### config.mk
export PLATFORM = sky130hd
export DESIGN_NAME = display_scan_driver_flat
export DESIGN_NICKNAME = d
export VERILOG_FILES = /design/src/rtl/display_scan_driver_if.sv /design/src/rtl/display_scan_driver.sv /design/src/flat_wrapper.sv
export SDC_FILE = /design/constraint.sdc
export NUM_CORES = 1
export LEC_CHECK = 0
export CELL_PAD_IN_SITES_DETAIL_PLACEMENT = 1
export CELL_PAD_IN_SITES_GLOBAL_PLACEMENT = 2
export CORE_MARGIN = 1
export CORE_UTILIZATION = 34
export DETAILED_ROUTE_END_ITERATION = 8
export PLACE_DENSITY_LB_ADDON = 0.1
export SYNTH_ARGS = -nofsm -noshare
export SYNTH_HDL_FRONTEND = slang
export SYNTH_SLANG_ARGS = --single-unit
export TNS_END_PERCENT = 10
### constraint.sdc
create_clock -name clk -period 3.7 [get_ports clk]
set_input_delay 0.37 -clock clk [delete_from_list [all_inputs] [get_ports clk]]
set_output_delay 0.37 -clock clk [all_outputs]
set_load 0.02 [all_outputs]
### src/rtl/display_scan_driver_if.sv
// Bus between the datapath result registers and the display scan driver.
// load is a one-cycle strobe with no backpressure: the driver accepts it on every cycle it is high.
interface display_scan_driver_if #(
  parameter int N_DIGITS = 8
);
  logic [4*N_DIGITS-1:0] value_in;
  logic [N_DIGITS-1:0]   dp_in;
  logic                  load;
  logic                  blank_lz;
  logic [3:0]            bcd_out;
  logic                  dp_n;
  logic [N_DIGITS-1:0]   an_n;
  logic                  frame_done;

  modport master (
    output value_in, dp_in, load, blank_lz,
    input  bcd_out, dp_n, an_n, frame_done
  );

  modport slave (
    input  value_in, dp_in, load, blank_lz,
    output bcd_out, dp_n, an_n, frame_done
  );
endinterface

### src/rtl/display_scan_driver.sv
// Time-multiplexed common-anode 7-segment scan driver with frame-synchronous data commit
// and optional leading-zero blanking.
module display_scan_driver #(
  parameter int N_DIGITS        = 8,
  parameter int REFRESH_CYCLES  = 100000,
  parameter int DEADTIME_CYCLES = 16
) (
  input  logic                  clk,
  input  logic                  rst,
  display_scan_driver_if.slave  bus,
  output logic                  state_dbg
);
  localparam int CW = (REFRESH_CYCLES > 1) ? $clog2(REFRESH_CYCLES) : 1;
  localparam int IW = $clog2(N_DIGITS);
  localparam logic [CW-1:0] CNT_LAST  = CW'(REFRESH_CYCLES - 1);
  localparam logic [CW-1:0] DEAD_LAST = CW'(DEADTIME_CYCLES - 1);
  localparam logic [IW-1:0] IDX_LAST  = IW'(N_DIGITS - 1);
  localparam logic [N_DIGITS-1:0] ONE = N_DIGITS'(1);

  typedef enum logic {ST_BLANK = 1'b0, ST_ON = 1'b1} state_t;

  state_t                state_q, state_d;
  logic [CW-1:0]         cnt_q, cnt_d;
  logic [IW-1:0]         idx_q, idx_d;
  logic [4*N_DIGITS-1:0] act_val_q, act_val_d, shd_val_q, shd_val_d;
  logic [N_DIGITS-1:0]   act_dp_q, act_dp_d, shd_dp_q, shd_dp_d;
  logic                  pending_q, pending_d;
  logic                  lz_q, lz_d;
  logic [N_DIGITS-1:0]   an_q, an_d;
  logic [3:0]            bcd_q, bcd_d;
  logic                  dp_q, dp_d;
  logic                  fd_q, fd_d;
  logic                  slot_end, commit, upper_nz, digit_blank;
  logic [3:0]            nib;
  logic                  dp_bit;

  always_ff @(posedge clk or posedge rst) begin
    if (rst) begin
      state_q   <= ST_BLANK;
      cnt_q     <= '0;
      idx_q     <= '0;
      act_val_q <= '0;
      act_dp_q  <= '0;
      shd_val_q <= '0;
      shd_dp_q  <= '0;
      pending_q <= 1'b0;
      lz_q      <= 1'b0;
      an_q      <= '1;
      bcd_q     <= 4'hF;
      dp_q      <= 1'b1;
      fd_q      <= 1'b0;
    end else begin
      state_q   <= state_d;
      cnt_q     <= cnt_d;
      idx_q     <= idx_d;
      act_val_q <= act_val_d;
      act_dp_q  <= act_dp_d;
      shd_val_q <= shd_val_d;
      shd_dp_q  <= shd_dp_d;
      pending_q <= pending_d;
      lz_q      <= lz_d;
      an_q      <= an_d;
      bcd_q     <= bcd_d;
      dp_q      <= dp_d;
      fd_q      <= fd_d;
    end
  end

  always_comb begin
    state_d = state_q;
    case (state_q)
      ST_BLANK: if (cnt_q == DEAD_LAST) state_d = ST_ON;
      ST_ON:    if (cnt_q == CNT_LAST)  state_d = ST_BLANK;
      default:  state_d = ST_BLANK;
    endcase

    slot_end = (state_q == ST_ON) && (cnt_q == CNT_LAST);
    commit   = slot_end && (idx_q == IDX_LAST);
    cnt_d    = (cnt_q == CNT_LAST) ? '0 : cnt_q + 1'b1;
    idx_d    = slot_end ? ((idx_q == IDX_LAST) ? '0 : idx_q + 1'b1) : idx_q;
    lz_d     = slot_end ? bus.blank_lz : lz_q;

    shd_val_d = bus.load ? bus.value_in : shd_val_q;
    shd_dp_d  = bus.load ? bus.dp_in    : shd_dp_q;
    act_val_d = act_val_q;
    act_dp_d  = act_dp_q;
    pending_d = pending_q;
    if (commit) begin
      // A load landing on the commit cycle bypasses the shadow and goes straight to display.
      pending_d = 1'b0;
      if (bus.load) begin
        act_val_d = bus.value_in;
        act_dp_d  = bus.dp_in;
      end else if (pending_q) begin
        act_val_d = shd_val_q;
        act_dp_d  = shd_dp_q;
      end
    end else if (bus.load) begin
      pending_d = 1'b1;
    end

    // Digit data is looked up with next-cycle values so a commit shows up on digit 0 at once.
    nib    = act_val_d[int'(idx_d)*4 +: 4];
    dp_bit = act_dp_d[idx_d];
    upper_nz = 1'b0;
    for (int j = 0; j < N_DIGITS; j++) begin
      if ((j >= int'(idx_d)) && ((act_val_d[j*4 +: 4] != 4'h0) || act_dp_d[j]))
        upper_nz = 1'b1;
    end
    digit_blank = lz_d && (idx_d != '0) && !upper_nz;

    an_d  = an_q;
    bcd_d = bcd_q;
    dp_d  = dp_q;
    if (state_d != state_q) begin
      bcd_d = digit_blank ? 4'hF : nib;
      dp_d  = digit_blank ? 1'b1 : ~dp_bit;
      an_d  = ((state_d == ST_ON) && !digit_blank) ? ~(ONE << idx_d) : '1;
    end
    fd_d = (state_d == ST_ON) && (cnt_d == CNT_LAST) && (idx_d == IDX_LAST);
  end

  assign bus.an_n       = an_q;
  assign bus.bcd_out    = bcd_q;
  assign bus.dp_n       = dp_q;
  assign bus.frame_done = fd_q;
  assign state_dbg      = (state_q == ST_ON);
endmodule

### src/flat_wrapper.sv
// flat-port wrapper written by rule: the top's interface ports become plain ports
module display_scan_driver_flat 
#(
  parameter int N_DIGITS        = 8,
  parameter int REFRESH_CYCLES  = 100000,
  parameter int DEADTIME_CYCLES = 16
)
  (clk, rst, state_dbg, bus_value_in, bus_dp_in, bus_load, bus_blank_lz, bus_bcd_out, bus_dp_n, bus_an_n, bus_frame_done);
  display_scan_driver_if #(.N_DIGITS(N_DIGITS)) bus_i ();
  input  logic clk;
  input  logic rst;
  output logic state_dbg;
  input wire logic [$bits(bus_i.value_in)-1:0] bus_value_in;
  input wire logic [$bits(bus_i.dp_in)-1:0] bus_dp_in;
  input wire logic [$bits(bus_i.load)-1:0] bus_load;
  input wire logic [$bits(bus_i.blank_lz)-1:0] bus_blank_lz;
  output wire logic [$bits(bus_i.bcd_out)-1:0] bus_bcd_out;
  output wire logic [$bits(bus_i.dp_n)-1:0] bus_dp_n;
  output wire logic [$bits(bus_i.an_n)-1:0] bus_an_n;
  output wire logic [$bits(bus_i.frame_done)-1:0] bus_frame_done;
  assign bus_i.value_in = bus_value_in;
  assign bus_i.dp_in = bus_dp_in;
  assign bus_i.load = bus_load;
  assign bus_i.blank_lz = bus_blank_lz;
  assign bus_bcd_out = bus_i.bcd_out;
  assign bus_dp_n = bus_i.dp_n;
  assign bus_an_n = bus_i.an_n;
  assign bus_frame_done = bus_i.frame_done;
  display_scan_driver #(.N_DIGITS(N_DIGITS), .REFRESH_CYCLES(REFRESH_CYCLES), .DEADTIME_CYCLES(DEADTIME_CYCLES)) u_core (.clk(clk), .rst(rst), .bus(bus_i), .state_dbg(state_dbg));
endmodule
## Word-level counts from Yosys, hierarchy flattened

Cells that the tools add are included.

| storage, ports and cells | value |
|---|---|
| register bits after elaboration | 117 |
| bits in latches | 0 |
| bits in writable memories | 0 |
| ROM bits | 0 |
| word-level logic and storage cells | 96 |
| memories kept | 0 |

| cells by class | value |
|---|---|
| add/sub/neg operators | 2 |
| multipliers | 0 |
| divide/modulo/power cells | 0 |
| $lt $le $gt $ge | 8 |
| equality and inequality tests | 6 |
| shift operators | 2 |
| muxes and demuxes | 28 |
| bitwise logic cells | 3 |
| reduce and logical (&&, ||, !) cells | 34 |

Operators by type and width:

| operator | count |
|---|---|
| $mux W32 | 3 |
| $eq A17 B17 Y1 const B | 2 |
| $mux W8 | 4 |
| $reduce_bool A4 Y1 | 8 |
| $shiftx A32 B6 Y4 | 1 |
| $add A17 B1 Y17 const B | 1 |
| $eq A17 B4 Y1 const B | 1 |
| $mux W17 | 1 |
| $mux W1 | 15 |
| $logic_and A1 B1 Y1 | 14 |
| $ge A3 B3 Y1 const A | 3 |
| $logic_or A1 B1 Y1 | 8 |
| $not A8 Y8 | 1 |
| $shl A1 B3 Y8 const A | 1 |
| $eq A3 B3 Y1 const B | 2 |
| $ge A1 B3 Y1 const A | 2 |
| $ge A2 B3 Y1 const A | 2 |
| $mux W3 | 2 |
| $lt A3 B4 Y1 const B | 1 |
| $mux W4 | 1 |
| $add A3 B1 Y3 const B | 1 |
| $bmux W1 S3 | 1 |
| $reduce_bool A3 Y1 | 1 |
| $logic_not A1 Y1 | 2 |
| other kinds (4) | 5 |

## Depth between registers and ports, before layout

Gate-level depths: netlist (run 1).

| logic depth | value |
|---|---|
| word-level depth | 20 |
| mapped depth | 12 |

## Least setup slack after synthesis (run 1)

Ideal clock, no wire load.

| path | value |
|---|---|
| path type | register to register |
| from | register u_core.idx_q[0] |
| to | register u_core.an_q[1] (netlist: u_core.bus.an_n[1]) |
| arrival | 2800 ps |
| path slack | 827 ps |
| cell stages (with the launch flop) | 12 |
| period minus slack after synthesis | 2873 ps |
| cell sequence | dfrtp_1 -> ha_1 -> ha_1 -> nand2_1 -> or3_1 -> buf_2 -> nor4_1 -> o2bb2ai_1 -> o41a_1 -> a2111oi_4 -> a21boi_2 -> a21oi_1 |

| on the way | value |
|---|---|
| word-level cells in the longest chain between the ends | 19 |

Ends and longest elaborated chain:

| element | line | RTL |
|---|---|---|
| from (decl) | display_scan_driver.sv:24 | `logic [IW-1:0] idx_q, idx_d;` |
| from (signal assigned) | display_scan_driver.sv:55 | `idx_q <= idx_d;` |
| branches (longest 18 deep; another with $add A3 B1 Y3) | n/a |  |
| $mux W8 * | display_scan_driver.sv:118 | `an_d = ((state_d == ST_ON) && !digit_blank) ? ~(ONE << idx_d) : '1;` |
| to (signal assigned) | display_scan_driver.sv:62 | `an_q <= an_d;` |
| to (decl) | display_scan_driver.sv:29 | `logic [N_DIGITS-1:0] an_q, an_d;` |

Mark *: on every way between the ends.
A chain may end at the register's enable or synchronous reset.

## Worst setup path after layout (run 1)

Ends and elaborated chain as after synthesis.

==> summary.txt, run 1 <==
Clock network
  • Number of CTS-inserted buffers: 17
  • # resized after CTS: 0
  • Post-CTS repair timing setup buffer count: 0
  • Clock Root Buffer: clkbuf_16
  • Clock tree from TritonCTS: built
  • Max H-tree Level: 4
  • Register clock-pin slew on the reported worst setup and hold paths: 0.06 ns
  • Hold_buf cts: 0
  • Clock tree buffer depth: 2
  • Number of sinks on the clock net: 117
  • Skew-Pair Late Insertion Delay: 0.42 ns

Finish
  • Register cell area after layout: 2940 sq um
  • Non-filler cells in the finished layout: 901
  • Most frequent cells in the layout: dfrtp_1 (104), nor2_1 (57), clkdlybuf4s50_1 (57)
  • Layout overhead on the synthesized area: 25.8%
  • Most common cell after layout, fill and taps aside: dfrtp_1
  • Number of nets in the layout: 710
  • Fillers: 1908
  • Ant. Diodes: 0
  • Multi-input combinational cell area: 2920 sq um
  • Share of post-route cells with drive strength above 1: 0.185

STA
  • Post-route clock skew: 0.0107 ns
  • Max Clk Rate: 289 MHz
  • Final worst-path setup slack: 0.235 ns
  • Setup total negative slack: 0 ns
  • Slew at the pin closest to its max-slew limit: 0.596 ns
  • Max-slew headroom: 0.598
  • Final setup violation count: 0
  • Setup repair after global routing missed its margin: no
  • Endpoints failing hold: 0
  • Min Hold Slack: 0.345 ns
  • Number of pins exceeding their max-slew limit in the final report: 0
  • Time the worst path needs with I/O delays and setup: 3.47 ns
  • Period utilization: 0.937

Routing
  • Remaining design rule violation count: 0
  • Iteration-0 DRC count of the detailed router: 226
  • Number of antenna-violating nets in the routed design: 0
  • Router iterations before antenna repair: 4
  • Via-to-Cell Ratio: 5.64
  • Total via count after detailed routing: 5078
  • Final wirelength: 19900 microns
  • Routed wirelength normalized by instance count: 22.0 microns

Run
  • Maximum capacitance violations: 0

Placement
  • Final Wtd Congestion: 0.850
  • I/O Buffers: 58
  • Cell total after placement: 869
  • Worst slack after detailed placement: 0.311 ns
  • HPWL Detailed: 14500 microns

Yosys
  • Post-synth cell types: 69
  • Proportion of register bits with asynchronous set or reset after synthesis: 1.00
  • Mean area per synthesized cell: 10.2 sq um
  • Netlist area before placement: 6040 sq um
  • Flip-flop cell with the highest count after synthesis: dfrtp_1
  • Yosys synthesis warning count: 0
  • Number of register bits inferred by synthesis: 117
  • Number of enable-type register cells in the synthesized netlist: 0
  • Sequential area share after synthesis: 0.487
  • Post-Syn Nets: 640
  • Synth Instances: 593

Setup path
  • Destination of the worst register-to-register timing path: u_core.bus.an_n[1]
  • Data required time at the worst endpoint: 4.05 ns
  • Chain of cells forming the critical path: ha_1 > ha_1 > nand2_1 > or3_1 > nor4_1 > o2bb2ai_1 > o41a_1 > a2111oi_4 > a21boi_2 > a21oi_1
  • Reg2Reg Setup Slack: 0.23 ns
  • Worst setup SP type: flop
  • Slowest cell on the critical path: or3_1
  • Cell count of the worst reg-to-reg path: 10
  • Critical Path End Type: flop
  • Start-to-end type of the worst setup path: flop to flop
  • Reg-to-reg critical path startpoint: u_core.idx_q[0]
  • Top cell by count, worst path: ha_1
  • Arrival time at the worst endpoint: 3.82 ns
  • Crit-path max FO: 8
  • Delay of the slowest cell on the worst path: 0.51 ns

Die
  • Die span in x: 135 microns
  • Area of the die: 18300 sq um
  • Top-level port count: 59
  • Standard-cell row count: 48
  • Std-Cell Core Area: 17300 sq um
  • DIE HEIGHT: 135 microns
  • Initial core utilization: 0.349

Global route
  • Overflow after GRT: 0
  • Largest net degree at the start of global routing: 51
  • First-pass GRT wire length: 31500 microns
  • Vias in the first global route: 5393
  • Global router's overall resource usage: 0.232
  • Number of antenna violations at the first check in global routing: 0

Status
  • Outcome: finished, final reports clean

Pwr
  • Internal power contribution: 0.00272 W
  • Net switching component of the power: 0.000768 W
  • Comb pwr share: 0.075
  • Power per unit of standard cell area: 460 nW/um^2
  • Leakage power figure: 3.11 nW
  • Sequential power share: 0.400
  • Total power of the final layout: 0.00349 W
  • Proportion of total power due to net switching: 0.220
  • Largest voltage drop on the vdd net: 0.324 mV
  • Clock Power Share: 0.525

Hold path
  • Worst hold path type: primary input to asynchronous set/reset pin
[synthesized netlist by cell type, types with 3 or more instances]
library cell / n / area share
xnor2_1: 9 / 0.013
o21ai_0: 42 / 0.035
a22o_1: 10 / 0.014
or4_1: 9 / 0.011
a221o_1: 5 / 0.0083
o41ai_1: 6 / 0.0087
nor3_1: 14 / 0.012
dfstp_2: 13 / 0.057
mux2i_1: 3 / 0.0050
nand2_1: 49 / 0.030
o211a_1: 3 / 0.0050
clkbuf_1: 11 / 0.0068
nor4_1: 4 / 0.0041
nand4_1: 8 / 0.0083
o211ai_1: 4 / 0.0050
xor2_1: 6 / 0.0087
o21a_1: 4 / 0.0050
nor2_1: 57 / 0.035
dfrtp_1: 104 / 0.43
and4_1: 3 / 0.0044
and3_1: 7 / 0.0072
buf_2: 15 / 0.012
and2_1: 4 / 0.0041
a21boi_0: 3 / 0.0037
nor2b_1: 18 / 0.019
ha_1: 3 / 0.0062
a21o_1: 4 / 0.0050
o32ai_1: 3 / 0.0044
nand3_1: 12 / 0.0099
o31ai_1: 4 / 0.0050
inv_1: 11 / 0.0068
a31oi_1: 11 / 0.011
a21oi_1: 31 / 0.026
o22ai_1: 3 / 0.0031
mux2_2: 37 / 0.069
a22oi_1: 22 / 0.027
[per-layer routing]
metal / wire length, microns / share of wire / global-route usage
met4: 244 / 0.012 / 0.0737
met1: 9390 / 0.47 / 0.318
met5: 0 / 0 / 0
met2: 9380 / 0.47 / 0.368
met3: 841 / 0.042 / 0.0483
[power by group through the flow]
stage | clock network, W | logic, W | registers (W)
floorplan | 0 | 0.000142 | 0.00141
global placement | 0 | 0.000259 | 0.00142
detailed placement | 0 | 0.000264 | 0.00142
CTS | 0.00187 | 0.000266 | 0.00140
global route | 0.00191 | 0.000288 | 0.00140
finish | 0.00183 | 0.000261 | 0.00140
[how the worst max path moves through the flow]
stage | from | endpoint | slack, ns | cells past startpoint
after floorplan | rst | u_core.act_dp_q[0] | 0.25 | 1
after global placement | u_core.idx_q[0] | u_core.bus.an_n[3] | 0.41 | 10
after detailed placement | u_core.idx_q[0] | u_core.bus.an_n[5] | 0.31 | 10
after CTS | u_core.idx_q[0] | u_core.bus.an_n[1] | 0.26 | 10
after global routing | u_core.idx_q[0] | u_core.bus.an_n[1] | 0.05 | 10
final | u_core.idx_q[0] | u_core.bus.an_n[1] | 0.23 | 10
[cell type report]
cell class	instances	area share
clock buffers	23	0.0629
clock inverters	9	0.0227
inverters	13	0.00675
multi-input cells	434	0.384
flip-flops and latches	117	0.388
well taps	225	0.0371
repair buffers	80	0.0991
[cells by family after synthesis]
group	after synthesis	synth area share
and+or+nand+nor	203	0.178
AOI/OAI and AO/OA	171	0.196
DFF	117	0.487
buffers and inverters	42	0.0298
muxes	42	0.0814
xor gates and xnor gates	15	0.0217
adders and majority gates	3	0.00621
[state kept, by name, summed over array words and instances, names as in the netlist, 3 cells and up]
| register | flops |
|---|---|
| u_core.shd_dp_q | 8 |
| u_core.bus.an_n | 8 |
| u_core.act_val_q | 32 |
| u_core.shd_val_q | 32 |
| u_core.bus.bcd_out | 4 |
| u_core.cnt_q | 17 |
| u_core.act_dp_q | 8 |
| u_core.idx_q | 3 |
[worst max-delay path: cells and delay by family (launching register included)]
kind / cells / cell delay [ns]
AND/OR/NAND/NOR: 3 / 1.10
flip-flops: 1 / 0.46
AO/OA/AOI/OAI: 5 / 1.37
adder cells (fa/ha/maj): 2 / 0.44
[per-stage QoR]
step	cell area, sq um	utilization
6_report	7600	0.439
5_1_grt	7600	0.439
4_1_cts	7600	0.439
3_5_place_dp	6950	0.402
3_3_place_gp	6950	0.402
2_1_floorplan	6040	-
(Power assumes the default switching activity.)
==> run 2, diff against run 1 <==
--- a/config.mk
+++ b/config.mk
@@ -8,7 +8,7 @@
 export CELL_PAD_IN_SITES_DETAIL_PLACEMENT = 1
 export CELL_PAD_IN_SITES_GLOBAL_PLACEMENT = 2
 export CORE_MARGIN = 1
-export CORE_UTILIZATION = 34
+export CORE_UTILIZATION = 40
 export DETAILED_ROUTE_END_ITERATION = 8
 export PLACE_DENSITY_LB_ADDON = 0.1
 export SYNTH_ARGS = -nofsm -noshare
==> constraint.sdc (replaced) <==
create_clock -name clk -period 4.2 [get_ports clk]
set_input_delay 0.42 -clock clk [delete_from_list [all_inputs] [get_ports clk]]
set_output_delay 0.42 -clock clk [all_outputs]
set_load 0.02 [all_outputs]
==> summary.txt, run 2 (synthesis gave the netlist of run 1 again) <==
Status
  • Outcome: complete, but fails checks
  • Violated checks: DRC

STA
  • Final setup violation count: 0 (unchanged)
  • Slew at the pin closest to its max-slew limit: 0.838 ns (+0.242 ns)
  • Time the worst path needs with I/O delays and setup: 3.59 ns (+0.128 ns)
  • Max Clk Rate: 278 MHz (-3.5%)
  • Endpoints failing hold: 0 (unchanged)
  • Setup repair after global routing missed its margin: no
  • Number of pins exceeding their max-slew limit in the final report: 0 (unchanged)
  • Period utilization: 0.855 (-0.0811)
  • Setup total negative slack: 0 ns (unchanged)
  • Post-route clock skew: 0.00646 ns (-0.00428 ns)
  • Max-slew headroom: 0.441 (-0.157)

Clock network
  • Max H-tree Level: 4 (unchanged)
  • Clock tree from TritonCTS: built
  • # resized after CTS: 0 (unchanged)
  • Number of CTS-inserted buffers: 17 (unchanged)
  • Skew-Pair Late Insertion Delay: 0.42 ns (about the same)
  • Clock Root Buffer: clkbuf_16
  • Number of sinks on the clock net: 117 (unchanged)
  • Register clock-pin slew on the reported worst setup and hold paths: 0.06 ns (about the same)
  • Clock tree buffer depth: 2 (unchanged)
  • Hold_buf cts: 0 (unchanged)
  • Post-CTS repair timing setup buffer count: 0 (unchanged)

Setup path
  • Critical Path End Type: flop
  • Origin of the worst setup path: u_core.idx_q[0]
  • Destination of the worst register-to-register timing path: u_core.bus.bcd_out[2]
  • Start-to-end type of the worst setup path: flop to flop
  • Crit-path max FO: 15 (+7)
  • Reg2Reg Setup Slack: 0.61 ns (+0.37 ns)
  • Cell count of the worst reg-to-reg path: 10 (unchanged)
  • Worst setup SP type: flop
  • Data required time at the worst endpoint: 4.54 ns (+0.49 ns)
  • Worst Setup EP: u_core.bus.bcd_out[2]
  • Arrival time at the worst endpoint: 3.93 ns (+0.11 ns)
  • Reg-to-reg critical path startpoint: u_core.idx_q[0]

Finish
  • Share of post-route cells with drive strength above 1: 0.177 (-0.00773)
  • Most frequent cells in the layout: dfrtp_1 (104), nor2_1 (57), clkdlybuf4s50_1 (57)
  • Ant. Diodes: 0 (unchanged)
  • Most common cell after layout, fill and taps aside: dfrtp_1
  • Biggest registers after layout: u_core.act_val_q: 32 flops, u_core.shd_val_q: 32 flops, u_core.cnt_q: 17 flops
  • Number of nets in the layout: 700 (-1.4%)
  • Layout overhead on the synthesized area: 23.6%
  • Non-filler cells in the finished layout: 850 (-5.7%)

Placement
  • Cell total after placement: 818 (-5.9%)
  • I/O Buffers: 58 (unchanged)
  • HPWL Detailed: 13800 microns (-5.0%)
  • Final Wtd Congestion: 0.841 (-1.1%)

Pwr
  • Internal power contribution: 0.00234 W (-14%)
  • Largest voltage drop on the vdd net: 0.290 mV (-10%)
  • Power per unit of standard cell area: 405 nW/um^2 (-12%)
  • Comb pwr share: 0.075 (about the same)
  • Proportion of total power due to net switching: 0.226 (+0.00607)
  • Clock Power Share: 0.518 (-0.007)
  • Net switching component of the power: 0.000684 W (-11%)
  • Leakage power figure: 3.06 nW (-1.6%)
  • Sequential power share: 0.407 (+0.007)

Die
  • Top-level port count: 59 (unchanged)
  • Area of the die: 15600 sq um (-15%)
  • Die span in x: 125 microns (-7.7%)
  • Initial core utilization: 0.413 (+0.0633)
  • Standard-cell row count: 44 (-8.3%)
  • DIE HEIGHT: 125 microns (-7.7%)
  • Std-Cell Core Area: 14600 sq um (-15%)

Routing
  • Routed wirelength normalized by instance count: 22.4 microns (+1.7%)
  • Remaining design rule violation count: 6 (+6)
  • Total via count after detailed routing: 5078 (unchanged)
  • Router iterations before antenna repair: 7 (+3)
  • Final wirelength: 19000 microns (-4.1%)
  • Via-to-Cell Ratio: 5.97 (+6.0%)
  • Number of antenna-violating nets in the routed design: 0 (unchanged)
  • Iteration-0 DRC count of the detailed router: 270 (+19%)

Run
  • Maximum capacitance violations: 0 (unchanged)

Global route
  • Number of antenna violations at the first check in global routing: 0 (unchanged)
  • Largest net degree at the start of global routing: 76 (+49%)
  • Vias in the first global route: 5436 (+0.80%)
  • Global router's overall resource usage: 0.259 (+0.0267)
  • Overflow after GRT: 0 (unchanged)
  • First-pass GRT wire length: 31100 microns (-1.3%)

Hold path
  • Worst hold path type: primary input to asynchronous set/reset pin
[run 2: critical path, cell delays in order, from the launching register on]
cell,delay (ns)
dfrtp_1,0.48
ha_1,0.20
ha_1,0.26
nand2_1,0.14
or3_1,0.61
or4_1,0.61
a22oi_1,0.24
o2111ai_1,0.23
a2111oi_4,0.40
o21ai_2,0.15
a21oi_1,0.19
[run 2: area by class of cell]
| cell class | instances | area (sq um) |
|---|---|---|
| Clock buffer | 20 | 467 |
| Inverter | 13 | 51.3 |
| Sequential cell | 117 | 2940 |
| Tap cell | 184 | 230 |
| Clock inverter | 12 | 176 |
| Timing Repair Buffer | 70 | 678 |
| Fill cell | 1607 | 7180 |
| Multi-Input combinational cell | 434 | 2920 |
[run 2: worst min path at each step]
stage,slack [ns],endpoint,from
2_1_floorplan,0.44,u_core.shd_val_q[29],u_core.shd_val_q[29]
3_5_place_dp,0.50,u_core.act_dp_q[7],u_core.act_dp_q[7]
5_1_grt,0.48,u_core.shd_val_q[28],rst
6_report,0.42,u_core.shd_val_q[28],rst
3_3_place_gp,0.47,u_core.shd_val_q[29],u_core.shd_val_q[29]
4_1_cts,0.44,u_core.shd_val_q[28],rst
[run 2: power groups by stage]
stage | sequential, W | combinational [W] | clock [W]
detailed placement | 0.00125 | 0.000228 | 0
global route | 0.00124 | 0.000249 | 0.00163
CTS | 0.00123 | 0.000230 | 0.00159
floorplan | 0.00124 | 0.000125 | 0
finish | 0.00123 | 0.000226 | 0.00157
global placement | 0.00125 | 0.000223 | 0
[run 2: routing by layer]
metal / GRT usage / share of wire / vias up
met5: 0 / 0 / -
met4: 0.0681 / 0.014 / 0
met3: 0.0490 / 0.038 / 19
met2: 0.424 / 0.48 / 109
met1: 0.353 / 0.46 / 2625
li1: - / - / 2325
[run 2: per-stage QoR]
stage / utilization / total power, W / setup slack (ns) / instance area [sq um] / hold slack, ns
floorplan: - / 0.00136 / 0.701 / 6040 / 0.442
global placement: 0.466 / 0.00147 / 0.866 / 6820 / 0.470
detailed placement: 0.466 / 0.00148 / 0.706 / 6820 / 0.500
CTS: 0.510 / 0.00305 / 0.665 / 7460 / 0.441
global route: 0.510 / 0.00312 / 0.440 / 7460 / 0.479
finish: 0.510 / 0.00303 / 0.607 / 7460 / 0.424
